--- config.mk ---
export PLATFORM = sky130hd
export DESIGN_NAME = fetch_unit
export DESIGN_NICKNAME = d
export VERILOG_FILES = /design/src/rtl/fetch_unit.sv
export SDC_FILE = /design/constraint.sdc
export NUM_CORES = 1
export LEC_CHECK = 0
export CORE_AREA = 5 5 77 79
export DETAILED_ROUTE_END_ITERATION = 6
export DIE_AREA = 0 0 82 84
export GPL_TIMING_DRIVEN = 0
export PLACE_DENSITY_LB_ADDON = 0.12
export SLEW_MARGIN = 25
export SYNTH_ARGS = -nofsm -noshare
export SYNTH_HDL_FRONTEND = slang
export SYNTH_SLANG_ARGS = --single-unit
--- constraint.sdc ---
create_clock -name clk_i -period 2.4 [get_ports clk_i]
set_clock_uncertainty 0.2 [all_clocks]
set_input_delay 0.48 -clock clk_i [delete_from_list [all_inputs] [get_ports clk_i]]
set_output_delay 0.48 -clock clk_i [all_outputs]
set_load 0.02 [all_outputs]
--- src/rtl/fetch_unit.sv ---
// Instruction fetch stage feeding the instruction decoder.
//
// Owns the program counter and drives a synchronous instruction memory that
// has one cycle of read latency and holds its output while imem_en_o is low.
// The fetched word is registered onto d_inst_o. inst_valid_o marks it as a
// correct-path instruction. The decoder's jump decode (d_jump_i / d_a_i) is
// fed back here to redirect the PC. While the decoder is in program/bypass
// mode (d_prog_i) the stage parks in PROG and only accepts PC loads.
//
// Ports:
//   clk_i          system clock, rising edge
//   rst_ni         asynchronous active-low reset
//   en_i           run enable; low parks the stage in IDLE
//   stall_i        downstream hold; freezes pc, memory read and d_inst
//   d_prog_i       program/bypass mode shared with the decoder
//   d_jump_i       decoder jump decode for the current instruction
//   d_a_i          decoder address field, used as jump target
//   imem_addr_o    memory read address (equals pc_o)
//   imem_en_o      memory read enable
//   imem_rdata_i   memory read data, valid one cycle after imem_en_o
//   d_inst_o       registered instruction to the decoder
//   inst_valid_o   d_inst_o holds a correct-path instruction
//   pc_o           current program counter
//   state_o        debug state: IDLE=0, RUN=1, PROG=2
module fetch_unit #(
  parameter int unsigned PC_W     = 8,   // must not exceed the 16-bit d_a_i field
  parameter int unsigned INST_W   = 32,
  parameter int unsigned RESET_PC = 0
) (
  input  logic              clk_i,
  input  logic              rst_ni,
  input  logic              en_i,
  input  logic              stall_i,
  input  logic              d_prog_i,
  input  logic              d_jump_i,
  input  logic [15:0]       d_a_i,
  output logic [PC_W-1:0]   imem_addr_o,
  output logic              imem_en_o,
  input  logic [INST_W-1:0] imem_rdata_i,
  output logic [INST_W-1:0] d_inst_o,
  output logic              inst_valid_o,
  output logic [PC_W-1:0]   pc_o,
  output logic [1:0]        state_o
);

  typedef enum logic [1:0] {
    StIdle = 2'd0,
    StRun  = 2'd1,
    StProg = 2'd2
  } state_e;

  state_e              state_q, state_d;
  logic [PC_W-1:0]     pc_q, pc_d;
  logic [INST_W-1:0]   d_inst_q, d_inst_d;
  logic                inst_valid_q, inst_valid_d;
  // imem_rdata_i carries a correct-path read (not one issued before a redirect)
  logic                rd_valid_q, rd_valid_d;
  logic                jump_taken;
  logic [PC_W-1:0]     jump_target;

  assign jump_target = d_a_i[PC_W-1:0];
  assign jump_taken  = (state_q == StRun) & inst_valid_q & d_jump_i & ~stall_i;

  always_comb begin
    state_d      = state_q;
    pc_d         = pc_q;
    d_inst_d     = d_inst_q;
    inst_valid_d = inst_valid_q;
    rd_valid_d   = rd_valid_q;

    if (d_prog_i) begin
      // Program mode wins over everything but reset; the pipeline is flushed.
      state_d      = StProg;
      rd_valid_d   = 1'b0;
      inst_valid_d = 1'b0;
      if ((state_q == StProg) && d_jump_i) begin
        pc_d = jump_target;
      end
    end else begin
      case (state_q)
        StIdle: begin
          if (en_i) begin
            state_d = StRun;
          end
        end
        StRun: begin
          if (!en_i) begin
            state_d      = StIdle;
            rd_valid_d   = 1'b0;
            inst_valid_d = 1'b0;
          end else if (stall_i) begin
            // Hold everything; the memory holds its data because imem_en_o is low.
          end else if (jump_taken) begin
            // The read in flight is for the fall-through path, so both
            // pipeline slots are marked invalid: two bubbles follow.
            pc_d         = jump_target;
            d_inst_d     = imem_rdata_i;
            inst_valid_d = 1'b0;
            rd_valid_d   = 1'b0;
          end else begin
            pc_d         = pc_q + PC_W'(1);
            d_inst_d     = imem_rdata_i;
            inst_valid_d = rd_valid_q;
            rd_valid_d   = 1'b1;
          end
        end
        StProg: begin
          state_d = en_i ? StRun : StIdle;
        end
        default: begin
          state_d      = StIdle;
          rd_valid_d   = 1'b0;
          inst_valid_d = 1'b0;
        end
      endcase
    end
  end

  always_ff @(posedge clk_i or negedge rst_ni) begin
    if (!rst_ni) begin
      state_q      <= StIdle;
      pc_q         <= PC_W'(RESET_PC);
      d_inst_q     <= '0;
      inst_valid_q <= 1'b0;
      rd_valid_q   <= 1'b0;
    end else begin
      state_q      <= state_d;
      pc_q         <= pc_d;
      d_inst_q     <= d_inst_d;
      inst_valid_q <= inst_valid_d;
      rd_valid_q   <= rd_valid_d;
    end
  end

  assign imem_en_o    = (state_q == StRun) & ~stall_i & ~d_prog_i & en_i;
  assign imem_addr_o  = pc_q;
  assign pc_o         = pc_q;
  assign d_inst_o     = d_inst_q;
  assign inst_valid_o = inst_valid_q;
  assign state_o      = state_q;

endmodule

==> out/qor.yml <==
run_status: "finished, final reports clean"
finalHoldViolCount: 0
initial_core_util: 0.371
portBuffers: 97
clock_sinks: 44
stdcell_area_um2: 3150
worstSetupStartpoint: "stall_i"
coreArea_um2: 5270
syn_avg_cell_area_um2: 13.7
drtIter0Drc: 23
htreeDepth: 2
slew_viol_final: 0
maxCapViolCount: 0
crit_family: "buffers and inverters"
synthCells: 143
grt.overflow.total: 0
holdPathStages: 1
clk-insertion-delay-late_ns: 0.29
ys_types: 34
end_kind: "output port"
rsz0062_at_grt: "false"
min_path_type: "reg2reg"
placedInstanceArea_um2: 3030
start_kind: "input port"
criticalPathCategory: "in2out"
grt_pass1_vias: 1536
final_cell_mix: "94 x clkdlybuf4s50_1, 44 x dfrtp_1, 32 x mux2_2"
worstRegToRegCells: 6
wl_per_cell_um: 14.3
cp.depth: 6
period_minus_slack_ns: 2.33
timing.rr.start: "state_o[0]$_DFFE_PN0P_"
r2r_end: "imem_addr_o[0]$_DFFE_PN0P_"
fmax_mhz: 430
crit_fanout: 10
nets: 306
worst-path-buf-inv: 4
r2r_slack_ns: 0.43
vias: 1494
antenna_found_initial: 0
arrival_ns: 1.65
seq_area_frac_synth: 0.564
ys.warnings.count: 0
rows: 27
max_slew.worst_pin.slew_ns: 0.428
drt-total-wl_mm: 4.63
area_delta_synth_final_pct: 61.2
cts-root-buf: "clkbuf_8"
postSynthNetCount: 198
syn_area_um2: 1950
gp_congestion: 0.794
drtAntennaViolNets: 0
final_common_cell: "clkdlybuf4s50_1"
grt_pass1_wl_mm: 7.72
period_share: 0.969
finalSetupViolations: 0
grt_start_max_net_pins: 29
critPathSlowestCell: "clkdlybuf4s50_1"
die_area_um2: 6890
slowest_delay_ns: 0.46
grt_usage: 0.144
utilization: 0.598
slew_headroom: 0.714
peakVddDrop_mv: 0.411
synth_edf_count: 0
crit_chain: "clkdlybuf4s50_1 > nor3b_4 > nand2_4 > buf_6 > inv_1 > buf_2"
async_flop_share: 1.00
drive_above_1_share: 0.258
antenna_cells: 0
hpwl_mm: 3.49
cts_tree: "built"
ys.flop_type: "dfrtp_1"
clk_pin_slew_ns: 0.08
endpoint: "imem_en_o"
critPathRequiredTime_ns: 1.72
cts_buffer_depth: 2
ys_ff_latch: 44
power_density_nw_per_um2: 764
die_w_um: 82
p_leak_nw: 1.40
ios: 106
drt_pass1_iterations: 4
die_h_um: 84
drc: 0
numCtsBuffers: 5
via_per_inst: 4.61
## cell usage after synthesis (2+ instances only)
library cell | number | area, um^2
buf_4 | 8 | 60.1
dfrtp_1 | 44 | 1100
o22a_1 | 2 | 17.5
a21oi_1 | 7 | 35.0
and3_1 | 2 | 12.5
buf_2 | 4 | 20.0
nand2_1 | 6 | 22.5
o2bb2a_2 | 2 | 22.5
mux2i_1 | 6 | 60.1
inv_1 | 3 | 11.3
nand3_1 | 5 | 25.0
mux2_2 | 32 | 360
## timing repair
action                                  4_1_cts  5_1_grt
setup buffers                                 2        0
resized for setup                             9        0
hold buffers                                  1        0
hold endpoints to repair                     16        0
endpoints found under the setup margin        1        0
## cell type report
class	count	area (um^2)
fill	442	2120
clock inverter	3	18.8
clock buffer	5	68.8
buffer	14	101
timing repair buffer	101	1000
inverter	3	11.3
tap	72	90.1
multi-input combinational	82	753
sequential	44	1100
## worst min path at each step
stage                                       start                    endpoint  slack (ns)
after global routing       rd_valid_q$_DFFE_PN0P_      rd_valid_q$_DFFE_PN0P_        0.33
after global placement     rd_valid_q$_DFFE_PN0P_      rd_valid_q$_DFFE_PN0P_        0.29
after floorplan                            rst_ni     d_inst_o[0]$_DFFE_PN0P_       -0.02
final                     d_inst_o[3]$_DFFE_PN0P_     d_inst_o[3]$_DFFE_PN0P_        0.31
after CTS                 d_inst_o[3]$_DFFE_PN0P_     d_inst_o[3]$_DFFE_PN0P_        0.31
after detailed placement                   rst_ni  imem_addr_o[6]$_DFFE_PN0P_        0.24
## power breakdown
group / total [mW] / switching, mW / internal (mW)
Sequential: 0.995 / 0.112 / 0.883
Combinational: 0.955 / 0.415 / 0.541
Clock: 0.455 / 0.252 / 0.203
Total: 2.41 / 0.779 / 1.63
## flip-flops by register name, indices dropped and copies added, names as in the netlist
register	count
state_o	2
imem_addr_o	8
inst_valid_o	1
rd_valid_q	1
d_inst_o	32
## routing by layer
metal / part of all wire / GRT usage
met5: 0 / 0
met4: 0.0052 / 0.0408
met3: 0.11 / 0.0691
met2: 0.48 / 0.227
met1: 0.41 / 0.173
## through the flow
stage | total power, mW | hold slack, ns | instances | setup WS, ns | setup TNS, ns
2_1_floorplan | 1.46 | -0.0156 | 143 | 0.458 | 0
3_3_place_gp | 1.96 | 0.286 | 312 | -0.661 | -29.60
3_5_place_dp | 1.98 | 0.241 | 313 | -0.626 | -0.626
4_1_cts | 2.44 | 0.312 | 324 | 0.0742 | 0
5_1_grt | 2.56 | 0.327 | 324 | 0.000663 | 0
6_report | 2.41 | 0.307 | 324 | 0.0748 | 0
## cells by family (layout without fill, tap and decap cells)
group | Yosys count | in the layout | share of synthesized area
flops | 44 | 44 | 0.564
fa+ha+maj | 1 | 1 | 0.00641
simple gates | 22 | 22 | 0.0686
compound gates | 20 | 20 | 0.0839
mux | 39 | 39 | 0.223
buf+inv | 17 | 126 | 0.0545
No activity file was read; power rests on OpenSTA's default activity.
==> variant 1: new RTL, config.mk and constraints unchanged <==
Set the parameter `INST_W` to 24 (it was 32).
--- a/src/rtl/fetch_unit.sv
+++ b/src/rtl/fetch_unit.sv
@@ -25,5 +25,5 @@
 module fetch_unit #(
   parameter int unsigned PC_W     = 8,   // must not exceed the 16-bit d_a_i field
-  parameter int unsigned INST_W   = 32,
+  parameter int unsigned INST_W   = 24,
   parameter int unsigned RESET_PC = 0
 ) (
Ports: changed (resized d_inst_o and imem_rdata_i); port bits go from 106 to 90. The function was not compared with the original's and may differ.
==> variant 1 against the original RTL <==
  * Setup slack gained 0.045 ns
  * Count of clock-buffer cells in the layout grew 1
  * Total power shrank 14%
  * Area after synthesis shrank 15%
  * Routed wire length shrank 6.2%
  * Via count shrank 10%
  * Sequential cell count shrank 8
  * Design area shrank 14%
  * Sequential share of layout area shrank 1.5 points
  * Highest routed layer unchanged
==> variant 1: results (changes against the original RTL) <==
<table>
<tr><th>Metric</th><th>Value</th></tr>
<tr><th colspan="2">Run status</th></tr>
<tr><td>Run status</td><td>complete, no violations (unchanged)</td></tr>
<tr><th colspan="2">Route</th></tr>
<tr><td>Routed wire length</td><td>4350 um (was 4630 um)</td></tr>
<tr><td>Met2 Routed Length</td><td>2290 um (was 2220 um)</td></tr>
<tr><td>Starting DRC count in detailed routing</td><td>41 (was 23)</td></tr>
<tr><td>DRT met1 WL</td><td>1630 um (was 1880 um)</td></tr>
<tr><td>Routed wire per std cell</td><td>15.0 um (was 14.3 um)</td></tr>
<tr><th colspan="2">Critical path</th></tr>
<tr><td>CP Launch Point</td><td>d_prog_i (was stall_i)</td></tr>
<tr><td>CP max stage delay</td><td>0.52 ns (was 0.46 ns)</td></tr>
<tr><td>Reg-to-reg setup timing slack</td><td>0.39 ns (was 0.43 ns)</td></tr>
<tr><td>Largest fanout of any net on the critical path</td><td>5 (was 10)</td></tr>
<tr><th colspan="2">Global routing</th></tr>
<tr><td>Number of global-route vias before repair</td><td>1433 (was 1536)</td></tr>
<tr><td>GR Layer Usage met3</td><td>5.40% (was 6.91%)</td></tr>
<tr><td>GRT met1 Usage</td><td>15.3% (was 17.3%)</td></tr>
<tr><td>Wire length of the first global-routing pass</td><td>7080 um (was 7720 um)</td></tr>
<tr><td>Tot GR Track Use</td><td>13.3% (was 14.4%)</td></tr>
<tr><th colspan="2">Placement</th></tr>
<tr><td>Hpwl dp</td><td>3320 um (was 3490 um)</td></tr>
<tr><td>Placed insts</td><td>280 (was 313)</td></tr>
<tr><td>Placed inst area</td><td>0.00258 mm2 (was 0.00303 mm2)</td></tr>
<tr><td>Number of port buffers</td><td>81 (was 97)</td></tr>
<tr><td>Last weighted congestion value of the routability-driven placer</td><td>0.713 (was 0.794)</td></tr>
<tr><th colspan="2">Finish</th></tr>
<tr><td>Number of nets in the layout</td><td>265 (was 306)</td></tr>
<tr><td>Flip-flop count of the largest register, all copies and words added</td><td>24 (was 32)</td></tr>
<tr><th colspan="2">Synth</th></tr>
<tr><td>Leading cell types by total area after synthesis</td><td>dfrtp_1 (54%), mux2_2 (16%), mux2i_1 (3.6%), buf_4 (3.6%), a21oi_1 (2.1%) (was dfrtp_1 (56%), mux2_2 (18%), mux2i_1 (3.1%), buf_4 (3.1%), a21oi_1 (1.8%))</td></tr>
<tr><td>Fraction of synthesized area in multiplexers</td><td>20.8% (was 22.3%)</td></tr>
<tr><td>Mean post-synth cell area</td><td>13.2 um2 (was 13.7 um2)</td></tr>
<tr><td>Top cell types by occurrence after synthesis</td><td>dfrtp_1 (36), mux2_2 (24), buf_4 (8) (was dfrtp_1 (44), mux2_2 (32), buf_4 (8))</td></tr>
<tr><th colspan="2">STA</th></tr>
<tr><td>Hold Slack</td><td>0.306 ns (was 0.307 ns)</td></tr>
<tr><th colspan="2">Clock network</th></tr>
<tr><td>Clock transition at the registers of the reported paths</td><td>0.06 ns (was 0.08 ns)</td></tr>
</table>
## variant 1: cell count changes in the layout (fill, tap and decap cells not counted), sizes merged
cell,change
buf,-2
clkdlybuf4s50,-15
clkbuf,+1
dlygate4sd2,-1
clkinv,-2
mux2,-8
dfrtp,-8
clkdlybuf4s15,+1
## variant 1: power by group
part           internal, mW  switching, mW  total [mW]  leakage [nW]
Clock                 0.197          0.201       0.398        0.0410
Sequential            0.724          0.106       0.830         0.454
Combinational         0.472          0.362       0.835         0.687
## variant 1: area by class of cell
cell class / count / area, um2 / share of cell area, %
clock buffer: 6 / 72.6 / 2.69
sequential: 36 / 901 / 33.4
inverter: 3 / 11.3 / 0.418
tap: 72 / 90.1 / 3.34
buffer: 12 / 85.1 / 3.16
timing repair buffer: 86 / 867 / 32.2
multi-input combinational: 74 / 663 / 24.6
clock inverter: 1 / 5.00 / 0.186
## variant 1: timing repair
item	CTS	global route
setup endpoints to repair	1	0
resized for setup	5	0
hold buffers	1	0
buffers inserted	3	0
hold endpoints to repair	17	0
==> variant 2: new RTL, config.mk and constraints unchanged <==
Made on the original files. Reset style: synchronous (`rst_ni`), changed in one clocked block. Comments in the files are not updated.
--- a/src/rtl/fetch_unit.sv
+++ b/src/rtl/fetch_unit.sv
@@ -117,5 +117,5 @@
   end
 
-  always_ff @(posedge clk_i or negedge rst_ni) begin
+  always_ff @(posedge clk_i) begin
     if (!rst_ni) begin
       state_q      <= StIdle;
Check against the original RTL: differs if rst_ni is asserted again (counterexample within 4 cycles, from zero or initial values and one cycle with rst_ni low); with rst_ni held inactive, the same outputs for 4 cycles.
==> variant 2 against the original RTL <==
  * Hold slack worse by 0.056 ns
  * Sequential cell count unchanged
  * Area after synthesis up 0.26%
  * Count of clock-buffer cells in the layout up 1
  * Routed wire length up 9.5%
  * Non-clock buffer count up 3
  * Synthesized cell count up 60%
  * Die area unchanged
  * Design area down 1.6%
  * Setup slack worse by 0.0049 ns
Power is not compared: it rests on default switching activity, and its combinational part moved more than twofold at a synthesized area within 25%.
==> variant 2: results (changes against the original RTL) <==
<table>
<tr><th>Metric</th><th>Value</th></tr>
<tr><th colspan="2">Placement</th></tr>
<tr><td>Placed insts</td><td>398 (was 313)</td></tr>
<tr><td>Hpwl dp</td><td>3940 um (was 3490 um)</td></tr>
<tr><td>Placed inst area</td><td>0.00302 mm2 (was 0.00303 mm2)</td></tr>
<tr><td>Post-place setup slack</td><td>-0.621 ns (was -0.626 ns)</td></tr>
<tr><th colspan="2">Finish</th></tr>
<tr><td>Final-layout fill cell count</td><td>524 (was 442)</td></tr>
<tr><td>Non-filler cells, final</td><td>405 (was 324)</td></tr>
<tr><td>Number of multi-input combinational cells in the layout</td><td>159 (was 82)</td></tr>
<tr><td>Share of the final layout cell area in multi-input gates</td><td>28.9% (was 23.9%)</td></tr>
<tr><td>Proportion of layout cells with a drive suffix above 1</td><td>9.31% (was 25.8%)</td></tr>
<tr><td>Clock buffer count in the final layout</td><td>6 (was 5)</td></tr>
<tr><td>Buffer share of cell area</td><td>36.3% (was 35.1%)</td></tr>
<tr><th colspan="2">STA</th></tr>
<tr><td>Hold Slack</td><td>0.252 ns (was 0.307 ns)</td></tr>
<tr><td>Maximum achievable frequency</td><td>429 MHz (was 430 MHz)</td></tr>
<tr><td>Least-Margin Pin Slew</td><td>0.449 ns (was 0.428 ns)</td></tr>
<tr><th colspan="2">Critical path</th></tr>
<tr><td>R2r worst-path depth</td><td>5 (was 6)</td></tr>
<tr><th colspan="2">Global routing</th></tr>
<tr><td>GR Layer Usage met3</td><td>4.54% (was 6.91%)</td></tr>
<tr><td>Number of global-route vias before repair</td><td>1750 (was 1536)</td></tr>
<tr><td>Met2 usage</td><td>25.9% (was 22.7%)</td></tr>
<tr><th colspan="2">Synth</th></tr>
<tr><td>Top cell types by occurrence after synthesis</td><td>nand2_1 (75), dfxtp_1 (44), a21boi_1 (29) (was dfrtp_1 (44), mux2_2 (32), buf_4 (8))</td></tr>
<tr><td>Proportion of synthesized flip-flops having asynchronous set or reset</td><td>0% (was 100%)</td></tr>
<tr><td>Top flip-flop cell by instance count after synthesis</td><td>dfxtp_1 (was dfrtp_1)</td></tr>
<tr><td>Unique cell type count in the Yosys netlist</td><td>32 (was 34)</td></tr>
<tr><td>Sequential cell area fraction in the yosys report</td><td>45.0% (was 56.4%)</td></tr>
<tr><th colspan="2">Run status</th></tr>
<tr><td>Run status</td><td>complete, no violations (unchanged)</td></tr>
<tr><th colspan="2">Route</th></tr>
<tr><td>Routed wire length</td><td>5080 um (was 4630 um)</td></tr>
<tr><td>Starting DRC count in detailed routing</td><td>42 (was 23)</td></tr>
<tr><th colspan="2">Hold path</th></tr>
<tr><td>Hold path startpoint</td><td>d_inst_o[29]$_SDFFE_PN0P_ (was d_inst_o[3]$_DFFE_PN0P_)</td></tr>
</table>
## variant 2: changes by cell type in the layout (fill, tap and decap cells not counted), moves of 6 or more
cell | unedited run | this run
nand2_1 | 6 | 75
o22ai_1 | 0 | 6
a21boi_1 | 1 | 29
mux2_2 | 32 | 0
dfrtp_1 | 44 | 0
dfxtp_1 | 0 | 44
## variant 2: power by group
group	switching, mW	total, mW	internal [mW]
Sequential	0.00843	0.745	0.737
Clock	0.230	0.428	0.198
Combinational	0.0606	0.172	0.111
## variant 2: timing repair
item | in CTS | in global routing
resized for setup | 8 | 1
hold buffers | 0 | 0
setup endpoints to repair | 1 | 1
pin swaps | 1 | 0
setup buffers | 1 | 0
## variant 2: cell families (layout without fill, tap and decap cells)
kind of cell	after synthesis	in the layout	synth area share (%)
AND/OR/NAND/NOR	95	95	21.2
AO/OA/AOI/OAI	56	56	20.3
flip-flops	44	44	45.0
buffers and inverters	26	130	9.33
multiplexers	7	7	3.58
adder cells (fa/ha/maj)	1	1	0.639
